<file path="src/rtl/button_evt_pkg.sv">
// Shared types for the button event scheduler: FSM states, event kinds and
// the event-id width rule.
package button_evt_pkg;

   typedef enum logic {
      ST_IDLE    = 1'b0,
      ST_PRESENT = 1'b1
   } state_t;

   typedef enum logic {
      EVT_PRESS = 1'b0,
      EVT_LONG  = 1'b1
   } evt_kind_t;

   // Event id width: enough bits to index every button, never less than one.
   function automatic int id_width(input int num_buttons);
      return (num_buttons > 1) ? $clog2(num_buttons) : 1;
   endfunction

endpackage

</file>
<file path="src/rtl/button_event_scheduler_if.sv">
// Valid/ready event port shared by all buttons; the scheduler drives the
// master side, the control FSM sits on the slave side.
interface button_event_scheduler_if #(
   parameter int ID_W = 3
) ();

   logic            evt_valid;
   logic            evt_ready;
   logic [ID_W-1:0] evt_id;
   logic            evt_long;

   modport master (
      output evt_valid,
      output evt_id,
      output evt_long,
      input  evt_ready
   );

   modport slave (
      input  evt_valid,
      input  evt_id,
      input  evt_long,
      output evt_ready
   );

endinterface

</file>
<file path="src/rtl/btn_hold_timer.sv">
// Per-button hold counter: counts cycles the level stays high, saturates at
// HOLD_CYCLES and strobes once on the edge that reaches the limit.
module btn_hold_timer #(
   parameter int HOLD_CYCLES = 100000000
) (
   input  logic clk,
   input  logic rst,
   input  logic btn,
   output logic long_strobe
);

   localparam int                CNT_W    = $clog2(HOLD_CYCLES + 1);
   localparam logic [CNT_W-1:0]  CNT_MAX  = CNT_W'(HOLD_CYCLES);
   localparam logic [CNT_W-1:0]  CNT_LAST = CNT_W'(HOLD_CYCLES - 1);

   logic [CNT_W-1:0] cnt_q;

   always_ff @(posedge clk or posedge rst) begin
      if (rst) begin
         cnt_q <= '0;
      end else if (!btn) begin
         cnt_q <= '0;
      end else if (cnt_q != CNT_MAX) begin
         cnt_q <= cnt_q + 1'b1;
      end
   end

   // Saturation at CNT_MAX keeps this to one strobe per continuous hold.
   assign long_strobe = btn && (cnt_q == CNT_LAST);

endmodule

</file>
<file path="src/rtl/button_event_scheduler.sv">
// Turns debounced button levels into press / long-press events, latches them
// as pending and presents them one at a time on a round-robin valid/ready port.
module button_event_scheduler
   import button_evt_pkg::*;
#(
   parameter int NUM_BUTTONS = 5,
   parameter int HOLD_CYCLES = 100000000
) (
   input  logic                      clk,
   input  logic                      rst,
   input  logic [NUM_BUTTONS-1:0]    btn_in,
   button_event_scheduler_if.master  evt,
   output logic                      overflow,
   input  logic                      overflow_clr
);

   localparam int ID_W = id_width(NUM_BUTTONS);

   logic [NUM_BUTTONS-1:0] btn_prev_q;
   logic                   primed_q;
   logic [NUM_BUTTONS-1:0] press_set;
   logic [NUM_BUTTONS-1:0] long_set;
   logic [NUM_BUTTONS-1:0] press_pend_q;
   logic [NUM_BUTTONS-1:0] long_pend_q;
   logic [NUM_BUTTONS-1:0] press_grant;
   logic [NUM_BUTTONS-1:0] long_grant;
   logic [NUM_BUTTONS-1:0] press_drop;
   logic [NUM_BUTTONS-1:0] long_drop;

   state_t          state_q;
   state_t          state_d;
   logic            grant;
   logic [ID_W-1:0] rr_q;
   logic            win_found;
   logic [ID_W-1:0] win_id;
   evt_kind_t       win_kind;
   logic [ID_W:0]   scan;
   logic [ID_W-1:0] id_q;
   evt_kind_t       kind_q;
   logic            ovf_q;

   // NOTE: every clocked process uses non-blocking assignments so all flops
   // sample the same pre-edge values regardless of process evaluation order.
   always_ff @(posedge clk or posedge rst) begin
      if (rst) begin
         btn_prev_q <= '0;
         primed_q   <= 1'b0;
      end else begin
         btn_prev_q <= btn_in;
         primed_q   <= 1'b1;
      end
   end

   // Until primed, btn_prev_q is not a real history, so a button held through
   // reset must not look like a fresh press.
   assign press_set = primed_q ? (btn_in & ~btn_prev_q) : '0;

   generate
      if (HOLD_CYCLES > 0) begin : g_long
         for (genvar i = 0; i < NUM_BUTTONS; i++) begin : g_timer
            btn_hold_timer #(
               .HOLD_CYCLES (HOLD_CYCLES)
            ) u_timer (
               .clk         (clk),
               .rst         (rst),
               .btn         (btn_in[i]),
               .long_strobe (long_set[i])
            );
         end

         always_ff @(posedge clk or posedge rst) begin
            if (rst) begin
               long_pend_q <= '0;
            end else begin
               long_pend_q <= (long_pend_q & ~long_grant) | long_set;
            end
         end
      end else begin : g_no_long
         assign long_set    = '0;
         assign long_pend_q = '0;
      end
   endgenerate

   // A set that lands on the bit being granted in the same edge is kept, not dropped.
   assign press_drop = press_set & press_pend_q & ~press_grant;
   assign long_drop  = long_set  & long_pend_q  & ~long_grant;

   always_ff @(posedge clk or posedge rst) begin
      if (rst) begin
         press_pend_q <= '0;
      end else begin
         press_pend_q <= (press_pend_q & ~press_grant) | press_set;
      end
   end

   always_ff @(posedge clk or posedge rst) begin
      if (rst) begin
         ovf_q <= 1'b0;
      end else if (|press_drop || |long_drop) begin
         ovf_q <= 1'b1;
      end else if (overflow_clr) begin
         ovf_q <= 1'b0;
      end
   end

   // NOTE: every signal written in an always_comb gets a default on entry so
   // no path leaves it unassigned and no latch is inferred.
   always_comb begin
      win_found = 1'b0;
      win_id    = '0;
      win_kind  = EVT_PRESS;
      scan      = '0;
      for (int k = 1; k <= NUM_BUTTONS; k++) begin
         scan = {1'b0, rr_q} + (ID_W+1)'(k);
         if (scan >= (ID_W+1)'(NUM_BUTTONS)) begin
            scan = scan - (ID_W+1)'(NUM_BUTTONS);
         end
         if (!win_found && (press_pend_q[scan[ID_W-1:0]] || long_pend_q[scan[ID_W-1:0]])) begin
            win_found = 1'b1;
            win_id    = scan[ID_W-1:0];
            win_kind  = press_pend_q[scan[ID_W-1:0]] ? EVT_PRESS : EVT_LONG;
         end
      end
   end

   always_comb begin
      press_grant = '0;
      long_grant  = '0;
      if (grant) begin
         if (win_kind == EVT_PRESS) begin
            press_grant[win_id] = 1'b1;
         end else begin
            long_grant[win_id] = 1'b1;
         end
      end
   end

   always_comb begin
      state_d = state_q;
      grant   = 1'b0;
      case (state_q)
         ST_IDLE: begin
            if (win_found) begin
               grant   = 1'b1;
               state_d = ST_PRESENT;
            end
         end
         ST_PRESENT: begin
            if (evt.evt_ready) begin
               state_d = ST_IDLE;
            end
         end
         default: state_d = ST_IDLE;
      endcase
   end

   always_ff @(posedge clk or posedge rst) begin
      if (rst) begin
         state_q <= ST_IDLE;
         rr_q    <= ID_W'(NUM_BUTTONS - 1);
         id_q    <= '0;
         kind_q  <= EVT_PRESS;
      end else begin
         state_q <= state_d;
         if (grant) begin
            rr_q   <= win_id;
            id_q   <= win_id;
            kind_q <= win_kind;
         end
      end
   end

   assign evt.evt_valid = (state_q == ST_PRESENT);
   assign evt.evt_id    = id_q;
   assign evt.evt_long  = (kind_q == EVT_LONG);
   assign overflow      = ovf_q;

endmodule

</file>
<file path="src/flat_wrapper.sv">
// flat-port wrapper written by rule: the top's interface ports become plain ports
module button_event_scheduler_flat import button_evt_pkg::*;
#(
   parameter int NUM_BUTTONS = 5,
   parameter int HOLD_CYCLES = 100000000
)
  (clk, rst, btn_in, overflow, overflow_clr, evt_evt_valid, evt_evt_id, evt_evt_long, evt_evt_ready);
  button_event_scheduler_if #(.ID_W((id_width((5))))) evt_i ();
  input  logic clk;
  input  logic rst;
  input  logic [NUM_BUTTONS-1:0] btn_in;
  output logic overflow;
  input  logic overflow_clr;
  output wire logic [$bits(evt_i.evt_valid)-1:0] evt_evt_valid;
  output wire logic [$bits(evt_i.evt_id)-1:0] evt_evt_id;
  output wire logic [$bits(evt_i.evt_long)-1:0] evt_evt_long;
  input wire logic [$bits(evt_i.evt_ready)-1:0] evt_evt_ready;
  assign evt_evt_valid = evt_i.evt_valid;
  assign evt_evt_id = evt_i.evt_id;
  assign evt_evt_long = evt_i.evt_long;
  assign evt_i.evt_ready = evt_evt_ready;
  button_event_scheduler #(.NUM_BUTTONS(NUM_BUTTONS), .HOLD_CYCLES(HOLD_CYCLES)) u_core (.clk(clk), .rst(rst), .btn_in(btn_in), .evt(evt_i), .overflow(overflow), .overflow_clr(overflow_clr));
endmodule
</file>
<file path="config.mk">
export PLATFORM = sky130hd
export DESIGN_NAME = button_event_scheduler_flat
export DESIGN_NICKNAME = d
export VERILOG_FILES = /design/src/rtl/button_evt_pkg.sv /design/src/rtl/button_event_scheduler_if.sv /design/src/rtl/btn_hold_timer.sv /design/src/rtl/button_event_scheduler.sv /design/src/flat_wrapper.sv
export SDC_FILE = /design/constraint.sdc
export NUM_CORES = 1
export LEC_CHECK = 0
export ABC_CLOCK_PERIOD_IN_PS = 13600
export CORE_MARGIN = 4
export CORE_UTILIZATION = 68
export CTS_CLUSTER_SIZE = 40
export DETAILED_ROUTE_END_ITERATION = 7
export GPL_ROUTABILITY_DRIVEN = 0
export PLACE_DENSITY_LB_ADDON = 0.12
export SYNTH_ARGS = -nofsm -noshare
export SYNTH_HDL_FRONTEND = slang
export SYNTH_SLANG_ARGS = --single-unit
</file>
<file path="constraint.sdc">
create_clock -name clk -period 13.6 [get_ports clk]
set_clock_uncertainty 0.2 [all_clocks]
set_input_delay 2.04 -clock clk [delete_from_list [all_inputs] [get_ports clk]]
set_output_delay 2.04 -clock clk [all_outputs]
set_load 0.02 [all_outputs]
</file>
==> run_results.csv <==
group,metric,value,unit
floorplanning,boundaryPins,15,
synth,syn_avg_cell_area,9.387,um^2
floorplanning,dieWidth,127.4,um
power,combPwrFrac,47.9,%
timing,max_freq,179.3,MHz
timing,timing.final.ws_setup,8.022,ns
setup_path,crit_path_max_fanout,25,
setup_path,crit_top_cell,"a2111oi_0",
layout,layout_commonest_cell,"dfrtp_1",
floorplanning,die_area,16230,um^2
timing,setup_viol_count_final,0,
timing,maxSlewViolCount,0,
setup_path,path_buf_inv,1,
synth,async_flop_share,100.0,%
global_route,grt_pass1_vias,7048,
power,p_seq_share,27.5,%
layout,fillCellCount,1002,
route,drt.antenna.violating_nets,0,
synth,ys_seq_area_share,40.79,%
power,switching_share,42.14,%
timing,tightest_slew,0.9101,ns
clock_tree,cts_setup_buffers,0,
layout,fin_nets,1061,
layout,syn2layout_area_growth,8.697,%
clock_tree,cts-root-buf,"clkbuf_16",
clock_tree,cts_sinks,158,
floorplanning,initial_core_util,69.59,%
layout,layout-drive-gt1-share,5.849,%
global_route,grt_use_total,25.80,%
power,clockPowerShare,24.5,%
timing,max_slew_margin,39.32,%
route,vias_per_cell,6.074,
floorplanning,rows,43,
place,dp.cells,1192,
min_path,worstHoldPathType,"reg2reg",
power,p_int,1.181,mW
power,fin_total_pwr,2.041,mW
place,pre_cts_slack,8.094,ns
place,hpwl,13280,um
power,worst_ir_drop_vdd,0.1454,mV
place,place_area,9918,um^2
global_route,grt_start_max_net_pins,92,
synth,ys_warn_count,0,
synth,yosysUniqueCellTypes,82,
global_route,gr-total-overflow,0,
setup_path,crit_path_top_delay_cell,"ha_1",
layout,multi_input_area,5409,um^2
synth,synth_seq_cells,158,
clock_tree,cts_buffers,17,
clock_tree,clk_pin_slew,0.06,ns
clock_tree,cts_tree,"built",
clock_tree,post_cts_resized,0,
synth,synth_ff_type,"dfrtp_1",
synth,synth.top_cell.area_share,40.52,%
timing,setup_tns,0,ns
route,drtIter0Drc,583,
synth,synth_edf_count,0,
synth,syn_nets,1063,
floorplanning,core,13930,um^2
clock_tree,clock_latency,0.43,ns
timing,min_period,5.578,ns
synth,yosysTopAreaCell,"dfrtp_1",
outcome,status,"complete, no violations",
setup_path,worstSetupPathType,"reg2reg",
synth,netlist_instances,1033,
layout,regArea,3955,um^2
route,drt_pass1_iterations,5,
route,wl_per_cell,16.22,um
synth,yosys-top-cells-area,"dfrtp_1 41%, xnor2_1 8.7%, and2_1 7.0%",
setup_path,crit_family,"compound AO/OA/AOI/OAI gates",
layout,layout_common_cells,"157 x dfrtp_1, 109 x and2_1, 96 x xnor2_1",
setup_path,worst_ep_arrival_time,5.66,ns
route,vias,7428,
layout,diodes,0,
power,p_switching,0.8600,mW
global_route,antenna_found_initial,0,
setup_path,cp_data_required_time,13.69,ns
timing,timing.final.crit_share,41.02,%
global_route,grt_pass1_wl,34220,um
setup_path,cpPeakStageDelay,0.97,ns
synth,netlist_area,9697,um^2
timing,hold_viol_final,0,
setup_path,path_cells,"inv_1 -> ha_1 -> o22ai_1 -> a211o_1 -> a2111oi_0 -> a311oi_1 -> a21o_1 -> a2111oi_0 -> o31ai_2 -> o31ai_1 -> nor3_1 -> a211oi_1 -> nand4b_1",
route,drc_errors,0,
layout,finalNonFillerCells,1223,
setup_path,crit_path_start_kind,"flip-flop",
setup_path,end_kind,"flip-flop",
route,wirelength,19830,um
clock_tree,cts_buffer_depth,2,
floorplanning,die_h,127.4,um
layout,final_area,10540,um^2
place,port_buffers,14,
power,p_leak,4.496,nW
power,powerDensity,193.6,nW/um^2
clock_tree,postCtsHoldBufs,0,
timing,rsz0062_at_grt,"no",
job,drv_cap,0,
clock_tree,htree_levels,4,
kinds of logic (layout without fill, tap and decap cells):
family / after synthesis / in the layout / share of synthesized area, %
muxes: 25 / 25 / 3.432
and+or+nand+nor: 481 / 481 / 28.03
other: 1 / 1 / 0.03867
DFF: 158 / 158 / 40.79
AOI/OAI and AO/OA: 154 / 154 / 11.29
adders and majority gates: 21 / 21 / 2.787
buffers and inverters: 80 / 90 / 3.432
xor gates and xnor gates: 113 / 113 / 10.21
state kept, by name, summed over array words and instances, names as in the netlist:
| name | flops |
|---|---|
| u_core.g_long.g_timer.u_timer.cnt_q | 135 |
| u_core.evt.evt_id | 3 |
| u_core.evt.evt_long | 1 |
| u_core.overflow | 1 |
| u_core.rr_q | 1 |
| u_core.evt.evt_valid | 1 |
| u_core.btn_prev_q | 5 |
| u_core.long_pend_q | 5 |
| u_core.primed_q | 1 |
| u_core.press_pend_q | 5 |
worst paths after layout:
kind                                           start                                          to  slack [ns]  cells after the start
worst max-delay path            u_core.evt.evt_id[1]                             u_core.overflow        8.02                     13
worst min-delay path            u_core.btn_prev_q[2]                      u_core.press_pend_q[2]        0.26                      1
worst max register to register  u_core.evt.evt_id[1]                             u_core.overflow        8.02                     13
worst min register to register  u_core.btn_prev_q[2]                      u_core.press_pend_q[2]        0.26                      1
max in group asynchronous                        rst   u_core.g_long.g_timer[4].u_timer.cnt_q[2]        9.95                      3
min in group asynchronous                        rst  u_core.g_long.g_timer[2].u_timer.cnt_q[23]        1.94                      2
cells in the mapped netlist, drive strengths merged (5+ instances only):
master	instances
a211oi	8
mux4	6
and3	24
clkbuf	25
xor2	17
nand2b	12
nor2b	19
nor3b	7
o21a	9
nand3	61
a211o	5
o21ai	39
o31ai	6
nor2	50
nor4	6
nand4b	6
nor4b	11
nor3	23
and2	109
buf	14
a21boi	19
xnor2	96
dfrtp	157
nand2	81
a21o	7
nand4	26
a21oi	21
inv	40
mux2i	16
or3	22
ha	20
worst register-to-register path: stages, from the launching register on:
cell and delay [ns]:
dfrtp_1 0.78, inv_1 0.31, ha_1 0.97, o22ai_1 0.21, a211o_1 0.33, a2111oi_0 0.61, a311oi_1 0.21, a21o_1 0.28
a2111oi_0 0.53, o31ai_2 0.21, o31ai_1 0.34, nor3_1 0.08, a211oi_1 0.26, nand4b_1 0.14
layer usage:
layer	GRT usage, %	routed length (um)
met4	7.760	378
met5	0	0
met3	4.849	865
met2	41.56	9556
met1	35.81	9033
through the flow:
step / hold WS [ns] / util (%)
floorplan: 0.2240 / -
global placement: 0.2298 / 71.18
detailed placement: 0.2435 / 71.18
CTS: 0.2579 / 75.64
global route: 0.2650 / 75.64
finish: 0.2561 / 75.64
power by group through the flow:
| stage | combinational, mW | sequential (mW) | clock (mW) |
|---|---|---|---|
| 2_1_floorplan | 0.787 | 0.538 | 0 |
| 3_3_place_gp | 0.945 | 0.566 | 0 |
| 3_5_place_dp | 0.953 | 0.568 | 0 |
| 4_1_cts | 0.960 | 0.559 | 0.510 |
| 5_1_grt | 1.07 | 0.565 | 0.529 |
| 6_report | 0.979 | 0.562 | 0.501 |
layout make-up:
| cell class | count | share of cell area (%) |
|---|---|---|
| Multi-Input combinational cell | 795 | 51.32 |
| Sequential cell | 158 | 37.52 |
| Clock buffer | 21 | 4.463 |
| Tap cell | 180 | 2.137 |
| Timing Repair Buffer | 18 | 1.614 |
| Inverter | 41 | 1.508 |
| Clock inverter | 10 | 1.436 |
Note: power is estimated with default switching activity, not from simulation.
